**config.mk**
```make
export PLATFORM = sky130hd
export DESIGN_NAME = pio_irq_ctrl
export DESIGN_NICKNAME = d
export VERILOG_FILES = /design/src/rtl/pio_irq_ctrl.sv
export SDC_FILE = /design/constraint.sdc
export NUM_CORES = 1
export LEC_CHECK = 0
export CORE_ASPECT_RATIO = 1.25
export CORE_MARGIN = 3
export CORE_UTILIZATION = 42
export CTS_BUF_LIST = sky130_fd_sc_hd__clkbuf_16
export CTS_CLUSTER_SIZE = 10
export DETAILED_ROUTE_END_ITERATION = 7
export PLACE_DENSITY = 0.85
export SLEW_MARGIN = 20
export SYNTH_ARGS = -nofsm -noshare
export SYNTH_HDL_FRONTEND = slang
export SYNTH_SLANG_ARGS = --single-unit
```
**constraint.sdc**
```tcl
create_clock -name clk -period 2.4 [get_ports clk]
set_input_delay 0.24 -clock clk [delete_from_list [all_inputs] [get_ports clk]]
set_output_delay 0.24 -clock clk [all_outputs]
set_load 0.05 [all_outputs]
```
**src/rtl/pio_irq_ctrl.sv**
```systemverilog
// PIO IRQ flag register: per-SM set/clear requests, host write-1-to-clear and two masked interrupt lines.
// Optional macro PIO_IRQ_FORCE_EN adds the INTF0/INTF1 force registers and their load strobes.
module pio_irq_ctrl #(
  parameter int NUM_SM    = 4,
  parameter int NUM_FLAGS = 8
) (
  input  logic                  clk,
  input  logic                  reset,
  input  logic [NUM_SM-1:0]     sm_irq_vld,
  input  logic [NUM_SM-1:0]     sm_irq_clr,
  input  logic [NUM_SM*3-1:0]   sm_irq_idx,
  input  logic [NUM_SM-1:0]     sm_irq_rel,
  input  logic                  host_wr_irq,
  input  logic [31:0]           host_din,
  input  logic                  host_wr_inte0,
  input  logic                  host_wr_inte1,
`ifdef PIO_IRQ_FORCE_EN
  input  logic                  host_wr_intf0,
  input  logic                  host_wr_intf1,
`endif
  output logic [NUM_FLAGS-1:0]  flags,
  output logic                  irq0,
  output logic                  irq1
);

  // Relative mode rotates the two LSBs by the SM number; bit 2 selects the flag bank and is kept.
  function automatic logic [2:0] eff_idx(input logic [2:0] idx, input logic rel, input int sm);
    logic [2:0] e;
    if (rel) begin
      e = {idx[2], idx[1:0] + 2'(sm)};
    end else begin
      e = idx;
    end
    return e;
  endfunction

  function automatic logic [NUM_FLAGS-1:0] onehot(input logic [2:0] idx);
    logic [NUM_FLAGS-1:0] v;
    v = '0;
    for (int f = 0; f < NUM_FLAGS; f++) begin
      v[f] = (int'(idx) == f);
    end
    return v;
  endfunction

  logic [NUM_FLAGS-1:0] flags_r;
  logic [NUM_FLAGS-1:0] flags_next_s;
  logic [NUM_FLAGS-1:0] set_s;
  logic [NUM_FLAGS-1:0] clr_s;
  logic [NUM_FLAGS-1:0] hit_s;
  logic [3:0]           inte0_r;
  logic [3:0]           inte1_r;
  logic [3:0]           inte0_next_s;
  logic [3:0]           inte1_next_s;
  logic                 irq0_r;
  logic                 irq1_r;
  logic                 irq0_next_s;
  logic                 irq1_next_s;
  logic                 unused_s;

`ifdef PIO_IRQ_FORCE_EN
  logic [3:0]           intf0_r;
  logic [3:0]           intf1_r;
  logic [3:0]           intf0_next_s;
  logic [3:0]           intf1_next_s;
`endif

  // Merge all SM requests and the host clear into set/clear masks; set wins over clear.
  always_comb begin
    set_s = '0;
    clr_s = host_din[NUM_FLAGS-1:0] & {NUM_FLAGS{host_wr_irq}};
    hit_s = '0;
    for (int n = 0; n < NUM_SM; n++) begin
      hit_s = onehot(eff_idx(sm_irq_idx[3*n +: 3], sm_irq_rel[n], n)) & {NUM_FLAGS{sm_irq_vld[n]}};
      set_s = set_s | (hit_s & {NUM_FLAGS{~sm_irq_clr[n]}});
      clr_s = clr_s | (hit_s & {NUM_FLAGS{sm_irq_clr[n]}});
    end
    flags_next_s = (flags_r & ~clr_s) | set_s;
  end

  // Next enable/force values and the interrupt lines they produce from the next flag state.
  always_comb begin
    if (host_wr_inte0) begin
      inte0_next_s = host_din[3:0];
    end else begin
      inte0_next_s = inte0_r;
    end
    if (host_wr_inte1) begin
      inte1_next_s = host_din[3:0];
    end else begin
      inte1_next_s = inte1_r;
    end
`ifdef PIO_IRQ_FORCE_EN
    if (host_wr_intf0) begin
      intf0_next_s = host_din[3:0];
    end else begin
      intf0_next_s = intf0_r;
    end
    if (host_wr_intf1) begin
      intf1_next_s = host_din[3:0];
    end else begin
      intf1_next_s = intf1_r;
    end
    irq0_next_s = |((flags_next_s[3:0] & inte0_next_s) | intf0_next_s);
    irq1_next_s = |((flags_next_s[3:0] & inte1_next_s) | intf1_next_s);
`else
    irq0_next_s = |(flags_next_s[3:0] & inte0_next_s);
    irq1_next_s = |(flags_next_s[3:0] & inte1_next_s);
`endif
  end

  // State registers; everything clears asynchronously on reset.
  always_ff @(posedge clk or posedge reset) begin
    if (reset) begin
      flags_r <= '0;
      inte0_r <= 4'h0;
      inte1_r <= 4'h0;
      irq0_r  <= 1'b0;
      irq1_r  <= 1'b0;
`ifdef PIO_IRQ_FORCE_EN
      intf0_r <= 4'h0;
      intf1_r <= 4'h0;
`endif
    end else begin
      flags_r <= flags_next_s;
      inte0_r <= inte0_next_s;
      inte1_r <= inte1_next_s;
      irq0_r  <= irq0_next_s;
      irq1_r  <= irq1_next_s;
`ifdef PIO_IRQ_FORCE_EN
      intf0_r <= intf0_next_s;
      intf1_r <= intf1_next_s;
`endif
    end
  end

  assign flags    = flags_r;
  assign irq0     = irq0_r;
  assign irq1     = irq1_r;
  assign unused_s = ^host_din[31:NUM_FLAGS];

endmodule

```
==> results of run 1 <==
[layout make-up]
| type | count | area, um^2 |
|---|---|---|
| fillers | 253 | 1080 |
| multi-input cells | 117 | 855 |
| flip-flops and latches | 18 | 450 |
| repair buffers | 45 | 450 |
| clock buffers | 3 | 75.1 |
| well taps | 36 | 45.0 |
| inverters | 4 | 15.0 |
| clock inverters | 1 | 3.75 |
[metal layers]
metal  vias up  share of wire (%)
met3         6                6.5
li1        662                  -
met5         -                  0
met2        59                 54
met4         0                2.0
met1       677                 37
[where the power goes]
| part | internal [mW] | switching (mW) | total [mW] |
|---|---|---|---|
| registers | 0.350 | 0.0167 | 0.366 |
| clock network | 0.221 | 0.102 | 0.323 |
| logic | 0.186 | 0.266 | 0.452 |
| total | 0.756 | 0.385 | 1.14 |
[final timing paths]
path / startpoint / slack (ns) / to
max: sm_irq_rel[2] / 0.63 / irq1
min: reset / 0.38 / inte0_r[1]
max reg2reg: flags[3] / 0.93 / irq0
min reg2reg: inte0_r[0] / 0.49 / inte0_r[0]
max in group asynchronous: reset / 1.61 / inte1_r[2]
min in group clk: inte0_r[0] / 0.49 / inte0_r[0]
[stage by stage]
step	std cells	worst slack, ns	util [%]	instance area (um^2)	power (mW)
floorplan	141	0.915	-	1330	0.635
finish	224	0.628	63.7	1890	1.14
detailed placement	220	0.368	61.1	1820	0.822
CTS	224	0.624	63.7	1890	1.14
global route	224	0.377	63.7	1890	1.20
global placement	220	0.403	61.1	1820	0.813
[cell usage after synthesis (2+ instances only)]
library cell / instances / area (um^2)
o2111ai_1: 2 / 17.5
xor2_1: 2 / 17.5
a221oi_2: 2 / 30.0
o32ai_1: 4 / 35.0
a211oi_1: 2 / 15.0
or2_2: 3 / 18.8
o21ai_1: 2 / 10.0
a21oi_1: 4 / 20.0
dfrtp_1: 18 / 450
nand2b_1: 5 / 31.3
o221ai_1: 10 / 87.6
a21boi_0: 8 / 60.1
nand2_1: 9 / 33.8
o21ai_0: 8 / 40.0
o22ai_1: 4 / 25.0
inv_1: 4 / 15.0
a311o_1: 2 / 20.0
nand4_1: 2 / 12.5
nand3_1: 4 / 20.0
or3b_2: 3 / 26.3
nand3b_1: 4 / 30.0
nor2_1: 6 / 22.5
nor2b_1: 4 / 25.0
o22a_1: 2 / 17.5
o32a_1: 2 / 20.0
mux2_2: 8 / 90.1
nor3_1: 3 / 15.0
a211o_1: 2 / 17.5
[registers in the layout (all words and copies together) (netlist names)]
| signal | cells |
|---|---|
| inte1_r | 4 |
| irq0 | 1 |
| irq1 | 1 |
| inte0_r | 4 |
| flags | 8 |
[logic make-up after synthesis]
group,Yosys count
AND/OR/NAND/NOR,48
multiplexers,9
XOR/XNOR,4
AO/OA/AOI/OAI,56
buffers and inverters,6
flip-flops,18
[layout by cell type (no fill, tap or decap), types with 2 or more instances in the layout]
master | synthesis | layout
nand3_1 | 4 | 4
nor2b_1 | 4 | 4
mux2_2 | 8 | 8
nand3b_1 | 4 | 4
nand4_1 | 2 | 2
o2111ai_1 | 2 | 2
o22ai_1 | 4 | 4
nor3_1 | 3 | 3
clkdlybuf4s50_1 | 0 | 45
xor2_1 | 2 | 2
o32a_1 | 2 | 2
dfrtp_1 | 18 | 18
a311o_1 | 2 | 2
nor2_1 | 6 | 6
or3b_2 | 3 | 3
o21ai_0 | 8 | 8
a211o_1 | 2 | 2
o21ai_1 | 2 | 2
o22a_1 | 2 | 2
o221ai_1 | 10 | 10
clkbuf_16 | 0 | 3
or2_2 | 3 | 3
o32ai_1 | 4 | 4
a221oi_2 | 2 | 2
nand2_1 | 9 | 9
a211oi_1 | 2 | 2
a21oi_1 | 4 | 4
a21boi_0 | 8 | 8
nand2b_1 | 5 | 5
inv_1 | 4 | 4
[critical path: stages]
cell and delay (ns):
clkdlybuf4s50_1 0.49, xnor2_2 0.40, o221ai_1 0.21, a221oi_1 0.33, o21ai_0 0.16, nand4_1 0.10
==> results.toml, run 1 <==
[grt]
use_met2_pct = 41.1
top_usage_layer = "met2"
track_usage_pct = 21.6
grt-ovfl-total = 0
use_met3_pct = 2.42
grt_pass1_vias = 1349
antenna_found_initial = 0
grt_pass1_wl_um = 6380
grt_max_degree = 19
use_met1_pct = 24.6

[cts]
cts_tree = "done"
hold_buffers = 0
cts_root_buf = "clkbuf_16"
clk_pin_slew_ns = 0.05
h-tree-depth = 1
cts_buffers = 3
cts.sinks = 18
ctsResizeCount = 0
clk_latency_ns = 0.24
cts_max_path_buffers = 2
postCtsSetupBuffers = 0

[timing]
slew_headroom_pct = 57.6
tns_ns = 0
clock_skew_ns = 0.000917
max_freq_ghz = 0.564
setup_viol = 0
layout_min_cycle_time_ns = 1.77
post-route-period-util_pct = 73.8
hold_violations = 0
holdWs_ns = 0.376
rsz0062_at_grt = "no"
finalMaxSlewViolations = 0
worst_pin_slew_ns = 0.636

[drt]
dr.pass1.iters = 5
drtIter0Drc = 61
wl_per_cell_um = 17.8
ant_nets = 0
totalWireLength_um = 3990
remaining_drc_errors = 0
dr_total_vias = 1404
viasPerCell = 6.27

[floorplan]
design.die.area_mm2 = 0.00388
ios = 71
coreArea_mm2 = 0.00297
fp.dieH_um = 68.9
start_util_pct = 44.7
die_x_um = 56.3
row_count = 22

[pwr]
total_leakage_power_nw = 0.728
peakVddDrop_mv = 0.458
power.density_mw_per_mm2 = 603

[synth]
async_flop_share_pct = 100
postSynthAreaPerCell_um2 = 9.42
ys_warn_count = 0
synth_xor_area_share_pct = 3.77
syn_area_mm2 = 0.00133
yosysSeqAreaShare_pct = 33.9
synth_edf_count = 0
synth_mux_area_share_pct = 7.53
synth_cells = 141
synthAdderAreaFrac_pct = 0
synth_simple_gate_area_share_pct = 20.3
synth_cell_types = 40
syn-num-nets = 202
synth_top_family_by_area = "compound AO/OA/AOI/OAI gates"
ys.flop_type = "dfrtp_1"
synth_compound_area_share_pct = 32.7
ys_seq_elements = 18

[layout]
layout-drive-gt1-share_pct = 11.2
fin_nets = 250
area_delta_synth_final_pct = 42.6
num_antenna_cells = 0

[critical_path]
reg2regPathDepth = 5
critPathKind = "in2reg"
arrival_ns = 1.95
crit_path_end_kind = "flop"
worstSetupStartpointType = "primary input"
crit_fanout = 8
crit_required_ns = 2.58

[hold_path]
hold_class = "in2async"

[status]
outcome = "completed"

[place]
gp_congestion = 0.899
hpwl_um = 3360
portBuffers = 45

[run]
drv_cap = 0
(Power assumes the default switching activity.)
==> run 2: changes to the inputs <==
--- a/config.mk
+++ b/config.mk
@@ -7,11 +7,11 @@
 export LEC_CHECK = 0
 export CORE_ASPECT_RATIO = 1.25
 export CORE_MARGIN = 3
-export CORE_UTILIZATION = 42
+export CORE_UTILIZATION = 39
 export CTS_BUF_LIST = sky130_fd_sc_hd__clkbuf_16
 export CTS_CLUSTER_SIZE = 10
 export DETAILED_ROUTE_END_ITERATION = 7
-export PLACE_DENSITY = 0.85
+export PLACE_DENSITY = 0.8
 export SLEW_MARGIN = 20
 export SYNTH_ARGS = -nofsm -noshare
 export SYNTH_HDL_FRONTEND = slang
==> constraint.sdc (replaced) <==
create_clock -name clk -period 1.8 [get_ports clk]
set_input_delay 0.18 -clock clk [delete_from_list [all_inputs] [get_ports clk]]
set_output_delay 0.18 -clock clk [all_outputs]
set_load 0.05 [all_outputs]
==> results.toml, run 2 (same netlist as run 1, synthesis figures left out) <==
[cts]
clk_pin_slew_ns = 0.05
clk_latency_ns = 0.25
cts_root_buf = "clkbuf_16"
cts.sinks = 18
postCtsSetupBuffers = 0
cts_buffers = 3
cts_tree = "done"
h-tree-depth = 1
cts_max_path_buffers = 2

[pwr]
peakVddDrop_mv = 0.618
p_sw_mw = 0.539
seqPwrFrac_pct = 30.8
power.density_mw_per_mm2 = 765
total_leakage_power_nw = 0.843
total_power_mw = 1.59
p_int_mw = 1.05
p_comb_share_pct = 41.4
clkPwrFrac_pct = 27.8
switching_share_pct = 34.0

[critical_path]
worstSetupStartpointType = "primary input"
max_stage_delay_ns = 0.57
crit_chain = "clkdlybuf4s50_1 -> xnor2_2 -> buf_4 -> o32a_1 -> o221ai_1 -> o21ai_1 -> nand4_1"
crit_required_ns = 1.91
arrival_ns = 1.80
cp_slowest_cell = "clkdlybuf4s50_1"
crit_family = "buffers and inverters"
crit_path_end_kind = "flop"
path_buf_inv = 2
critPathKind = "in2reg"
crit_fanout = 7

[layout]
instances_no_fill = 248
layout-drive-gt1-share_pct = 21.3
fin_nets = 273
area_delta_synth_final_pct = 56.1
design_area_mm2 = 0.00207
num_antenna_cells = 0
final_cell_mix = "clkdlybuf4s50_1 (45), buf_4 (23), dfrtp_1 (18)"
largest_reg_flops = 8
layout_commonest_cell = "clkdlybuf4s50_1"

[timing]
post-route-period-util_pct = 93.5
tns_ns = 0
finalMaxSlewViolations = 0
rsz0062_at_grt = "no"
layout_min_cycle_time_ns = 1.68
worst_pin_slew_ns = 0.664
hold_violations = 0
clock_skew_ns = 0.00282
setup_viol = 0
max_freq_ghz = 0.594
slew_headroom_pct = 55.7
holdWs_ns = 0.338

[drt]
dr_total_vias = 1545
ant_nets = 0
dr.pass1.iters = 5
totalWireLength_um = 4400
drtIter0Drc = 88
viasPerCell = 6.23
wl_per_cell_um = 17.7
remaining_drc_errors = 0

[floorplan]
start_util_pct = 40.9
design.die.area_mm2 = 0.00415
die_x_um = 58.2
coreArea_mm2 = 0.00325
fp.dieH_um = 71.3
row_count = 23
ios = 71

[grt]
grt-ovfl-total = 0
grt_pass1_vias = 1482
use_met1_pct = 25.7
use_met3_pct = 2.88
antenna_found_initial = 0
use_met2_pct = 39.1
grt_pass1_wl_um = 7040
track_usage_pct = 21.8
grt_max_degree = 19
top_usage_layer = "met2"

[hold_path]
hold_class = "in2async"

[place]
placed_cells = 244
hpwl_um = 3630
gp_congestion = 0.924
detailed_place.area_mm2 = 0.00199
portBuffers = 45

[run]
drv_cap = 0

[status]
outcome = "completed"
==> run 2: final timing paths <==
path,slack [ns],end,start,depth (start not counted)
setup / recovery,0.12,irq0,sm_irq_rel[2],7
setup reg to reg,0.32,irq0,flags[2],5
max in group asynchronous,1.04,flags[4],reset,2
min in group clk,0.49,inte0_r[2],inte0_r[2],1
hold reg to reg,0.49,inte0_r[2],inte0_r[2],1
hold / removal,0.34,inte0_r[3],reset,2
==> run 2: per-layer routing <==
| layer | vias to the layer above | wire, um |
|---|---|---|
| li1 | 714 | - |
| met1 | 725 | 1710 |
| met2 | 89 | 2260 |
| met3 | 17 | 265 |
| met4 | 0 | 157 |
| met5 | - | 0 |
==> run 2: power by group through the flow <==
stage | clock network (mW) | logic, mW | registers [mW]
after global routing | 0.472 | 0.691 | 0.496
after detailed placement | 0 | 0.646 | 0.496
final | 0.441 | 0.658 | 0.489
after global placement | 0 | 0.635 | 0.491
after CTS | 0.444 | 0.651 | 0.490
after floorplan | 0 | 0.200 | 0.646
==> run 2: per-stage QoR <==
stage	setup WS (ns)	util [%]
after floorplan	0.315	-
after global placement	-0.106	61.2
after detailed placement	-0.204	61.2
after CTS	0.0375	63.6
after global routing	0.0510	63.8
final	0.117	63.8
==> run 2: layout make-up <==
cell class	count	area (um^2)
fillers	260	1180
multi-input cells	117	861
repair buffers	68	623
flip-flops and latches	18	450
clock buffers	3	75.1
well taps	37	46.3
inverters	4	15.0
clock inverters	1	3.75
==> run 2: repair_timing <==
item | CTS | global route
hold buffers | 0 | 0
setup endpoints to repair | 0 | 2
hold endpoints to repair | 0 | 0
gates resized for setup | 0 | 3
==> run 3: changes to the inputs <==
--- a/config.mk
+++ b/config.mk
@@ -12,6 +12,7 @@
 export CTS_CLUSTER_SIZE = 10
 export DETAILED_ROUTE_END_ITERATION = 7
 export PLACE_DENSITY = 0.8
+export SKIP_CTS_REPAIR_TIMING = 1
 export SLEW_MARGIN = 20
 export SYNTH_ARGS = -nofsm -noshare
 export SYNTH_HDL_FRONTEND = slang
==> results of run 3 <==
The final DEF is identical to that of run 2; final timing and power are the same.
